`config.mk`:
```
export PLATFORM = sky130hd
export DESIGN_NAME = fifo_wr_ctrl
export DESIGN_NICKNAME = d
export VERILOG_FILES = /design/src/rtl/fifo_pkg.sv /design/src/rtl/gray_ptr_cnt.sv /design/src/rtl/fifo_wr_ctrl.sv
export SDC_FILE = /design/constraint.sdc
export NUM_CORES = 1
export LEC_CHECK = 0
export CORE_ASPECT_RATIO = 1.2
export CORE_UTILIZATION = 49
export DETAILED_ROUTE_END_ITERATION = 16
export GPL_ROUTABILITY_DRIVEN = 0
export PLACE_DENSITY = 0.83
export SYNTH_ARGS = -nofsm -noshare
export SYNTH_HDL_FRONTEND = slang
export SYNTH_SLANG_ARGS = --single-unit
```
`constraint.sdc`:
```
create_clock -name i_clk -period 4.76 [get_ports i_clk]
set_input_delay 1.19 -clock i_clk [delete_from_list [all_inputs] [get_ports i_clk]]
set_output_delay 1.19 -clock i_clk [all_outputs]
set_load 0.05 [all_outputs]
```
`src/rtl/fifo_pkg.sv`:
```
// fifo_pkg: pointer-width helper and Gray/binary conversions shared by both FIFO pointer controllers.
// Conversions work on MAX_W-bit zero-extended values, so any pointer width up to MAX_W can use them.
package fifo_pkg;
    localparam int MAX_W = 32;

    function automatic int ptr_width(input int addr_width);
        return addr_width + 1;
    endfunction

    function automatic logic [MAX_W-1:0] bin2gray(input logic [MAX_W-1:0] b);
        return b ^ (b >> 1);
    endfunction

    function automatic logic [MAX_W-1:0] gray2bin(input logic [MAX_W-1:0] g);
        logic [MAX_W-1:0] b;
        b = g;
        for (int i = 1; i < MAX_W; i++) b = b ^ (g >> i);
        return b;
    endfunction
endpackage

```
`src/rtl/gray_ptr_cnt.sv`:
```
// gray_ptr_cnt: binary + Gray pointer register pair with increment enable.
// The Gray value is a flop output, so it can feed a synchronizer directly.
module gray_ptr_cnt
    import fifo_pkg::*;
#(
    parameter int W = 5
) (
    input  logic         i_clk,
    input  logic         i_rst,
    input  logic         i_inc,
    output logic [W-1:0] o_bin,
    output logic [W-1:0] o_bin_next,
    output logic [W-1:0] o_gray,
    output logic [W-1:0] o_gray_next
);
    logic [W-1:0] bin_q, bin_d, gray_q, gray_d;

    always_comb begin
        bin_d  = bin_q + W'(i_inc);
        gray_d = W'(bin2gray(MAX_W'(bin_d)));
    end

    always_ff @(posedge i_clk or posedge i_rst) begin
        if (i_rst) begin
            bin_q  <= '0;
            gray_q <= '0;
        end else begin
            bin_q  <= bin_d;
            gray_q <= gray_d;
        end
    end

    assign o_bin       = bin_q;
    assign o_bin_next  = bin_d;
    assign o_gray      = gray_q;
    assign o_gray_next = gray_d;
endmodule

```
`src/rtl/fifo_wr_ctrl.sv`:
```
// fifo_wr_ctrl: write-domain pointer and flag controller of the async FIFO.
// Flags are computed from the next pointer so they move on the same edge as the write.
module fifo_wr_ctrl
    import fifo_pkg::*;
#(
    parameter int ADDR_WIDTH   = 4,
    parameter int AFULL_THRESH = 12
) (
    input  logic                  i_clk,
    input  logic                  i_rst,
    input  logic                  i_wr_en,
    input  logic                  i_clr_ovf,
    input  logic [ADDR_WIDTH:0]   i_rptr_gray_sync,
    output logic [ADDR_WIDTH-1:0] o_wr_addr,
    output logic                  o_mem_we,
    output logic [ADDR_WIDTH:0]   o_wptr_gray,
    output logic                  o_full,
    output logic                  o_afull,
    output logic [ADDR_WIDTH:0]   o_wr_count,
    output logic                  o_overflow
);
    localparam int PW = ptr_width(ADDR_WIDTH);

    logic          accept, set_ovf;
    logic [PW-1:0] wbin, wbin_next, wgray_next, rbin, count_d, count_q;
    logic          full_d, full_q, afull_d, afull_q, ovf_d, ovf_q;
    logic          unused_wbin_msb;

    gray_ptr_cnt #(.W(PW)) u_wptr (
        .i_clk       (i_clk),
        .i_rst       (i_rst),
        .i_inc       (accept),
        .o_bin       (wbin),
        .o_bin_next  (wbin_next),
        .o_gray      (o_wptr_gray),
        .o_gray_next (wgray_next)
    );

    // Full when the write pointer is exactly one lap ahead: top two Gray bits inverted.
    always_comb begin
        accept  = i_wr_en & ~full_q;
        set_ovf = i_wr_en & full_q;
        rbin    = PW'(gray2bin(MAX_W'(i_rptr_gray_sync)));
        full_d  = wgray_next == (i_rptr_gray_sync ^ {2'b11, {(PW-2){1'b0}}});
        count_d = wbin_next - rbin;
        afull_d = count_d >= PW'(AFULL_THRESH);
        ovf_d   = set_ovf | (ovf_q & ~i_clr_ovf);
    end

    always_ff @(posedge i_clk or posedge i_rst) begin
        if (i_rst) begin
            count_q <= '0;
            full_q  <= 1'b0;
            afull_q <= 1'b0;
            ovf_q   <= 1'b0;
        end else begin
            count_q <= count_d;
            full_q  <= full_d;
            afull_q <= afull_d;
            ovf_q   <= ovf_d;
        end
    end

    assign unused_wbin_msb = wbin[PW-1];
    assign o_wr_addr       = wbin[ADDR_WIDTH-1:0];
    assign o_mem_we        = accept;
    assign o_full          = full_q;
    assign o_afull         = afull_q;
    assign o_wr_count      = count_q;
    assign o_overflow      = ovf_q;
endmodule
```
# Yosys cells after proc, flatten, opt, wreduce, memory -nomap -nowiden

Cells that the tools add are included.

Bits in registers: 18
Word-level logic and storage cells: 22
Output and inout port bits: 18

Bitwise gates (word level): 12
Equal/unequal tests: 1
Add/subtract/negate cells: 2
Magnitude comparators: 1

Operators by type and width:

| cell                                                | count |
|---|---|
| XOR 5 x 4 -> 5 bit                                  | 2 |
| adder 5 x 1 -> 5 bit                                | 1 |
| == test 5 bit                                       | 1 |
| >= comparator 5 x 4 -> 1 bit, second input constant | 1 |
| subtractor 5 bit                                    | 1 |
| XOR 5 x 1 -> 5 bit                                  | 1 |
| XOR 5 x 2 -> 5 bit                                  | 1 |
| XOR 5 x 3 -> 5 bit                                  | 1 |
| AND 1 bit                                           | 3 |
| NOT 1 bit                                           | 2 |
| NOT 2 bit                                           | 1 |
| bitwise OR 1 bit                                    | 1 |

# Longest topological paths before layout

Gate-level depths: netlist (run 1).

Depth in word-level cells: 6
Depth in mapped cells: 10
Depth with buffers taken out: 10

# Modules after synthesis

Synthesis (run 1) repeated with hierarchy kept, for this count alone.

Cell total of the unflattened synthesis: 83
Area, all modules: 930.9 µm²

By module, submodules not included:

| module       | cells an instance | times used | seq. area each (µm²) | area each (µm²) |
|---|---|---|---|---|
| fifo_wr_ctrl | 54                | 1          | 200.2                | 543.0 |
| gray_ptr_cnt | 29                | 1          | 225.2                | 387.9 |

# Least setup slack after synthesis (run 1)

Ideal clock, no wire load.

Path type: input to register
Start point: in i_wr_en
End point: reg afull_q (netlist: o_afull)
Setup slack: 0.562 ns
Data arrival time: 4.060 ns
Library setup time: 0.138 ns
Buffers on the path: 0
Stages: 10
Cells stage by stage: nor2b_1 ha_1 ha_1 xnor2_2 inv_1 ha_1 nor2b_1 o21ai_0 a21oi_1 or4b_1

Cells in the longest elaborated chain, start to end: 4

RTL lines:

| element                      | line               | text |
|---|---|---|
| start: declaration           | fifo_wr_ctrl.sv:11 | `input logic i_wr_en,` |
| AND 1 bit                    | fifo_wr_ctrl.sv:41 | `accept = i_wr_en & ~full_q;` |
| adder 5 x 1 -> 5 bit         | gray_ptr_cnt.sv:19 | `bin_d = bin_q + W'(i_inc);` |
| net u_wptr.o_bin_next[2]     | gray_ptr_cnt.sv:12 | `output logic [W-1:0] o_bin_next,` |
| subtractor 5 bit             | fifo_wr_ctrl.sv:45 | `count_d = wbin_next - rbin;` |
| >= comparator 5 x 4 -> 1 bit | fifo_wr_ctrl.sv:46 | `afull_d = count_d >= PW'(AFULL_THRESH);` |
| net afull_d                  | fifo_wr_ctrl.sv:26 | `logic full_d, full_q, afull_d, afull_q, ovf_d, ovf_q;` |
| end signal: assignment       | fifo_wr_ctrl.sv:59 | `afull_q <= afull_d;` |
| end: declaration             | fifo_wr_ctrl.sv:26 |  |

The timed path passes the listed nets, and every way through them passes these cells.

# Worst setup path after layout (run 1)

Start point: in i_rptr_gray_sync[3]
End point: reg afull_q (netlist: o_afull)

Cells in the longest elaborated chain, start to end: 6

RTL lines:

| element                        | line               | text |
|---|---|---|
| start: declaration             | fifo_wr_ctrl.sv:13 | `input logic [ADDR_WIDTH:0] i_rptr_gray_sync,` |
| XOR 5 x 4 -> 5 bit             | fifo_pkg.sv:17     | `for (int i = 1; i < MAX_W; i++) b = b ^ (g >> i);` |
| XOR 5 x 3 -> 5 bit             | fifo_pkg.sv:17     |  |
| XOR 5 x 2 -> 5 bit *           | fifo_pkg.sv:17     |  |
| XOR 5 x 1 -> 5 bit *           | fifo_pkg.sv:17     |  |
| subtractor 5 bit *             | fifo_wr_ctrl.sv:45 |  |
| >= comparator 5 x 4 -> 1 bit * | fifo_wr_ctrl.sv:46 |  |
| net afull_d                    | fifo_wr_ctrl.sv:26 |  |

Mark *: on every way through the listed nets, which the timed path passes. The rest lies on a longest branch.

==> results.yml, run 1 <==
clock_tree:
  cts_num_sinks: 17
  ctsResizeCount: 0
  htree_levels: 1
  post_cts_buffers: 0
  cts-root-buf: "clkbuf_4"
  clk_latency_ns: 0.29
  cts_tree: "built"
  clk_pin_slew_ns: 0.10
  ctsLongestPathBuffers: 2
  numCtsBuffers: 3
  ctsHoldBuffers: 0
worst_setup_path:
  startpoint_type: "input pin"
  slowest_stage: "or4b_1"
  max_stage_delay_ns: 0.50
  critical_path_peak_fanout: 5
  crit_chain: "clkdlybuf4s50_1 > xnor2_1 > xor2_1 > xor2_1 > xnor2_1 > ha_1 > fa_1 > nor2b_1 > o21ai_0 > and3_1 > or4b_1"
  critPathKind: "input pin to register"
  arrival_ns: 4.24
  critical_path.top_delay_family: "XOR/XNOR gates"
  cp.required_ns: 4.93
  cp-end-kind: "register"
  crit_buf_inv: 1
global_routing:
  grt_overflow: 0
  grt_pass1_vias: 673
  grt_max_degree: 18
  grt_use_total_pct: 19.4
  grt_antenna_before_repair: 0
  grt_pass1_wl_um: 3000
floorplan:
  rows: 16
  core_area_um2: 1720
  dieHeight_um: 49.9
  die_x_um: 42.0
  start_util_pct: 54.5
  ioPinCount: 27
  die_area_um2: 2090
logic_synthesis:
  syn-num-nets: 100
  yosys.area_share.adder_pct: 10.1
  seq_area_frac_synth_pct: 45.3
  ys_warn_count: 0
  synthMuxAreaShare_pct: 1.07
  synth-seq-cells: 17
  syn-instance-count: 84
  synth-simple-area-share_pct: 10.0
  syn_area_um2: 938
  synth_top_family_by_area: "XOR/XNOR gates"
  yosys.area_share.xor_xnor_pct: 21.3
  syn_avg_cell_area_um2: 11.2
  synth_compound_area_share_pct: 7.20
  synth_cell_types: 26
routing:
  initialDrtViolationCount: 3
  drt-total-wl_um: 1710
  avgRoutedWirePerCell_um: 13.1
  vias: 675
  dr.pass1.iters: 2
  postRouteAntennaNets: 0
  drc: 0
  avgViaCountPerCell: 5.15
run:
  maxCapViolCount: 0
timing:
  hold_viol: 0
  setup_violations: 0
  min_period_ns: 4.07
  maxSlewViolCount: 0
  slew_headroom_pct: 57.1
  final.setup.tns_ns: 0
  worst_slew_pin_slew_ns: 0.642
  holdWs_ns: 0.513
  rsz0062_at_grt: "no"
  min_period_over_period_pct: 85.6
  skew_ns: 0.00413
  max_freq_mhz: 245
final_layout:
  fill_cells: 127
  multi_input_area_um2: 467
  final_common_cell: "clkdlybuf4s50_1"
  final_cell_mix: "clkdlybuf4s50_1 (26), dfrtp_1 (17), xnor2_1 (15)"
  num_antenna_cells: 0
  ff_latch_area_um2: 425
  drive_above_1_share_pct: 6.19
  nNetsFinal: 130
  area_growth_pct: 32.4
placement:
  port_buffers: 26
  hpwl_um: 1340
status:
  status: "complete, no violations"
hold_path:
  min_path_type: "register to register"
## cell families after synthesis
family                   after synthesis
adder cells (fa/ha/maj)                7
AO/OA/AOI/OAI                          9
buffers and inverters                 12
multiplexers                           1
XOR/XNOR                              22
flip-flops                            17
AND/OR/NAND/NOR                       16
## final cells by class
cell class / instances / share of cell area, %
clock buffers: 4 / 2.11
inverters: 11 / 3.32
multi-input cells: 55 / 37.6
flip-flops and latches: 17 / 34.2
well taps: 18 / 1.81
repair buffers: 26 / 20.9
## synthesized netlist by cell type
cell	instances	area (µm²)
and3_1	1	6.26
nand4_1	1	6.26
xor2_1	6	52.6
a21oi_1	2	10.0
nand2_1	3	11.3
xnor2_2	1	16.3
or4b_1	1	10.0
clkbuf_2	1	5.00
inv_1	11	41.3
nand3_1	4	20.0
xnor2_1	15	131
or2_2	1	6.26
a21bo_2	1	10.0
o21ai_0	2	10.0
nor4_1	1	6.26
a2111oi_2	1	15.0
o2bb2ai_1	1	8.76
dfrtp_1	17	425
a31oi_1	1	6.26
nand4b_1	1	8.76
ha_1	6	75.1
fa_1	1	20.0
a21o_1	1	7.51
mux2i_1	1	10.0
or3_1	1	6.26
nor2b_1	2	12.5
## worst reg2reg max path, cell delays in order, from the launching register on
cell,delay [ns]
dfrtp_1,0.40
nor2b_1,0.16
ha_1,0.26
ha_1,0.32
xnor2_2,0.18
inv_1,0.10
ha_1,0.39
nor2b_1,0.16
o21ai_0,0.19
a21oi_1,0.11
or4b_1,0.53
## metrics by stage
step,cells,setup WS [ns],utilization [%],area [µm²]
final,131,0.685,72.2,1240
after global routing,131,0.440,72.2,1240
after CTS,131,0.673,72.2,1240
after detailed placement,127,0.360,70.6,1220
after global placement,127,0.510,70.6,1220
after floorplan,84,0.562,-,938
## worst paths after layout
check                                     from                         end  slack [ns]  depth (start not counted)
max                        i_rptr_gray_sync[3]           o_afull$_DFF_PP0_        0.69                         11
min                           o_full$_DFF_PP0_        o_overflow$_DFF_PP0_        0.51                          2
max reg2reg                   o_full$_DFF_PP0_           o_afull$_DFF_PP0_        1.84                         10
min reg2reg                   o_full$_DFF_PP0_        o_overflow$_DFF_PP0_        0.51                          2
max in group asynchronous                i_rst  u_wptr.o_gray[3]$_DFF_PP0_        3.07                          2
min in group asynchronous                i_rst     o_wr_count[1]$_DFF_PP0_        1.27                          2
## metal layers
layer	GRT usage (%)	part of all wire [%]	wire length, µm	vias to the layer above
met5	0	0	0	-
met4	9.68	2.5	42	0
met3	4.03	4.6	79	4
met2	33.1	50	860	20
met1	22.8	43	728	314
li1	-	-	-	337
## flip-flops by register name, indices dropped and copies added, names as in the netlist
name           cells
o_wr_count         5
u_wptr.o_bin       5
u_wptr.o_gray      4
o_afull            1
o_full             1
o_overflow         1
Power of run 1 is not shown: default switching activity piles up to over one toggle a cycle in this logic, so the estimate is an artifact.
==> run 2, diff against run 1 <==
--- a/config.mk
+++ b/config.mk
@@ -6,10 +6,11 @@
 export NUM_CORES = 1
 export LEC_CHECK = 0
 export CORE_ASPECT_RATIO = 1.2
-export CORE_UTILIZATION = 49
+export CORE_UTILIZATION = 46
+export CTS_CLUSTER_SIZE = 10
 export DETAILED_ROUTE_END_ITERATION = 16
 export GPL_ROUTABILITY_DRIVEN = 0
-export PLACE_DENSITY = 0.83
+export PLACE_DENSITY = 0.79
 export SYNTH_ARGS = -nofsm -noshare
 export SYNTH_HDL_FRONTEND = slang
 export SYNTH_SLANG_ARGS = --single-unit
==> run 2 against run 1 <==
Against the previous run:
- flip-flop and latch count is the same
- clock skew shrank 0.0017 ns
- non-clock buffer count is the same
- register-to-register slack lost 0.02 ns
- setup slack lost 0.069 ns
- routed wire length grew 0.12%
- critical path depth is the same
==> results.yml, run 2 (synthesized netlist as in run 1, its figures left out) <==
clock_tree:
  cts_tree: "built"
  clk_pin_slew_ns: 0.10
  cts_num_sinks: 17
  htree_levels: 1
  clk_latency_ns: 0.29
  ctsLongestPathBuffers: 2
  ctsResizeCount: 0
  post_cts_buffers: 0
  cts-root-buf: "clkbuf_4"
  ctsHoldBuffers: 0
  numCtsBuffers: 3
floorplan:
  dieHeight_um: 51.5
  die_x_um: 43.2
  die_area_um2: 2230
  core_area_um2: 1870
  rows: 17
  start_util_pct: 50.1
  ioPinCount: 27
worst_setup_path:
  critical_path.top_delay_family: "XOR/XNOR gates"
  slowest_stage: "fa_1"
  max_stage_delay_ns: 0.49
  startpoint_type: "input pin"
  critical_path_peak_fanout: 5
  crit_buf_inv: 1
  critPathKind: "input pin to register"
  cp.required_ns: 4.93
  crit_chain: "clkdlybuf4s50_1 > xnor2_1 > xor2_1 > xor2_1 > xnor2_1 > ha_1 > fa_1 > nor2b_1 > o21ai_0 > and3_1 > or4b_1"
  cp-end-kind: "register"
  arrival_ns: 4.31
global_routing:
  grt_pass1_vias: 672
  grt_pass1_wl_um: 2850
  grt_overflow: 0
  grt_max_degree: 18
  grt_use_total_pct: 17.7
  grt_antenna_before_repair: 0
timing:
  min_period_over_period_pct: 87.1
  hold_viol: 0
  min_period_ns: 4.14
  setup_violations: 0
  worst_slew_pin_slew_ns: 0.640
  rsz0062_at_grt: "no"
  slew_headroom_pct: 57.3
  skew_ns: 0.00245
  maxSlewViolCount: 0
  max_freq_mhz: 241
  final.setup.tns_ns: 0
hold_path:
  min_path_type: "register to register"
routing:
  avgViaCountPerCell: 5.06
  dr.pass1.iters: 3
  drc: 0
  postRouteAntennaNets: 0
  vias: 668
  initialDrtViolationCount: 7
  avgRoutedWirePerCell_um: 13.0
  drt-total-wl_um: 1710
placement:
  port_buffers: 26
  placed_area_um2: 1220
  hpwl_um: 1370
final_layout:
  drive_above_1_share_pct: 6.19
  num_antenna_cells: 0
  final_cell_mix: "clkdlybuf4s50_1 (26), dfrtp_1 (17), xnor2_1 (15)"
  area_growth_pct: 32.5
  design_area_um2: 1240
  final_common_cell: "clkdlybuf4s50_1"
  nNetsFinal: 130
run:
  maxCapViolCount: 0
status:
  status: "complete, no violations"
run 2: routing by layer:
layer  share of wire (%)  vias to the layer above  GRT usage (%)
li1                    -                      334              -
met1                  42                      314           19.5
met2                  53                       16           31.1
met3                 3.1                        4           4.24
met4                 1.7                        0           9.09
met5                   0                        -              0
run 2: area by class of cell:
type / instances / area [µm²]
Timing Repair Buffer: 26 / 260
Inverter: 11 / 41.3
Tap cell: 19 / 23.8
Clock buffer: 4 / 26.3
Multi-Input combinational cell: 55 / 467
Sequential cell: 17 / 425
Fill cell: 148 / 628
run 2: through the flow:
step / hold slack [ns] / std cells / util [%] / setup slack (ns)
floorplan: 0.758 / 84 / - / 0.562
global placement: 0.499 / 128 / 65.0 / 0.504
detailed placement: 0.518 / 128 / 65.0 / 0.290
CTS: 0.534 / 132 / 66.4 / 0.586
global route: 0.553 / 132 / 66.4 / 0.459
finish: 0.522 / 132 / 66.4 / 0.616
run 2: worst reg2reg max path, stage by stage (launching register included):
cell	delay (ns)
dfrtp_1	0.40
nor2b_1	0.15
ha_1	0.25
ha_1	0.33
xnor2_2	0.18
inv_1	0.11
ha_1	0.38
nor2b_1	0.16
o21ai_0	0.23
a21oi_1	0.12
or4b_1	0.52
run 2: final timing paths:
path                                     start              endpoint  slack (ns)  cells past startpoint
max                        i_rptr_gray_sync[3]     o_afull$_DFF_PP0_        0.62                     11
min                           o_full$_DFF_PP0_  o_overflow$_DFF_PP0_        0.52                      2
max reg2reg                   o_full$_DFF_PP0_     o_afull$_DFF_PP0_        1.82                     10
min reg2reg                   o_full$_DFF_PP0_  o_overflow$_DFF_PP0_        0.52                      2
max in group asynchronous                i_rst      o_full$_DFF_PP0_        3.08                      2
min in group asynchronous                i_rst  o_overflow$_DFF_PP0_        1.27                      2
Power of run 2 is left out for the same reason.
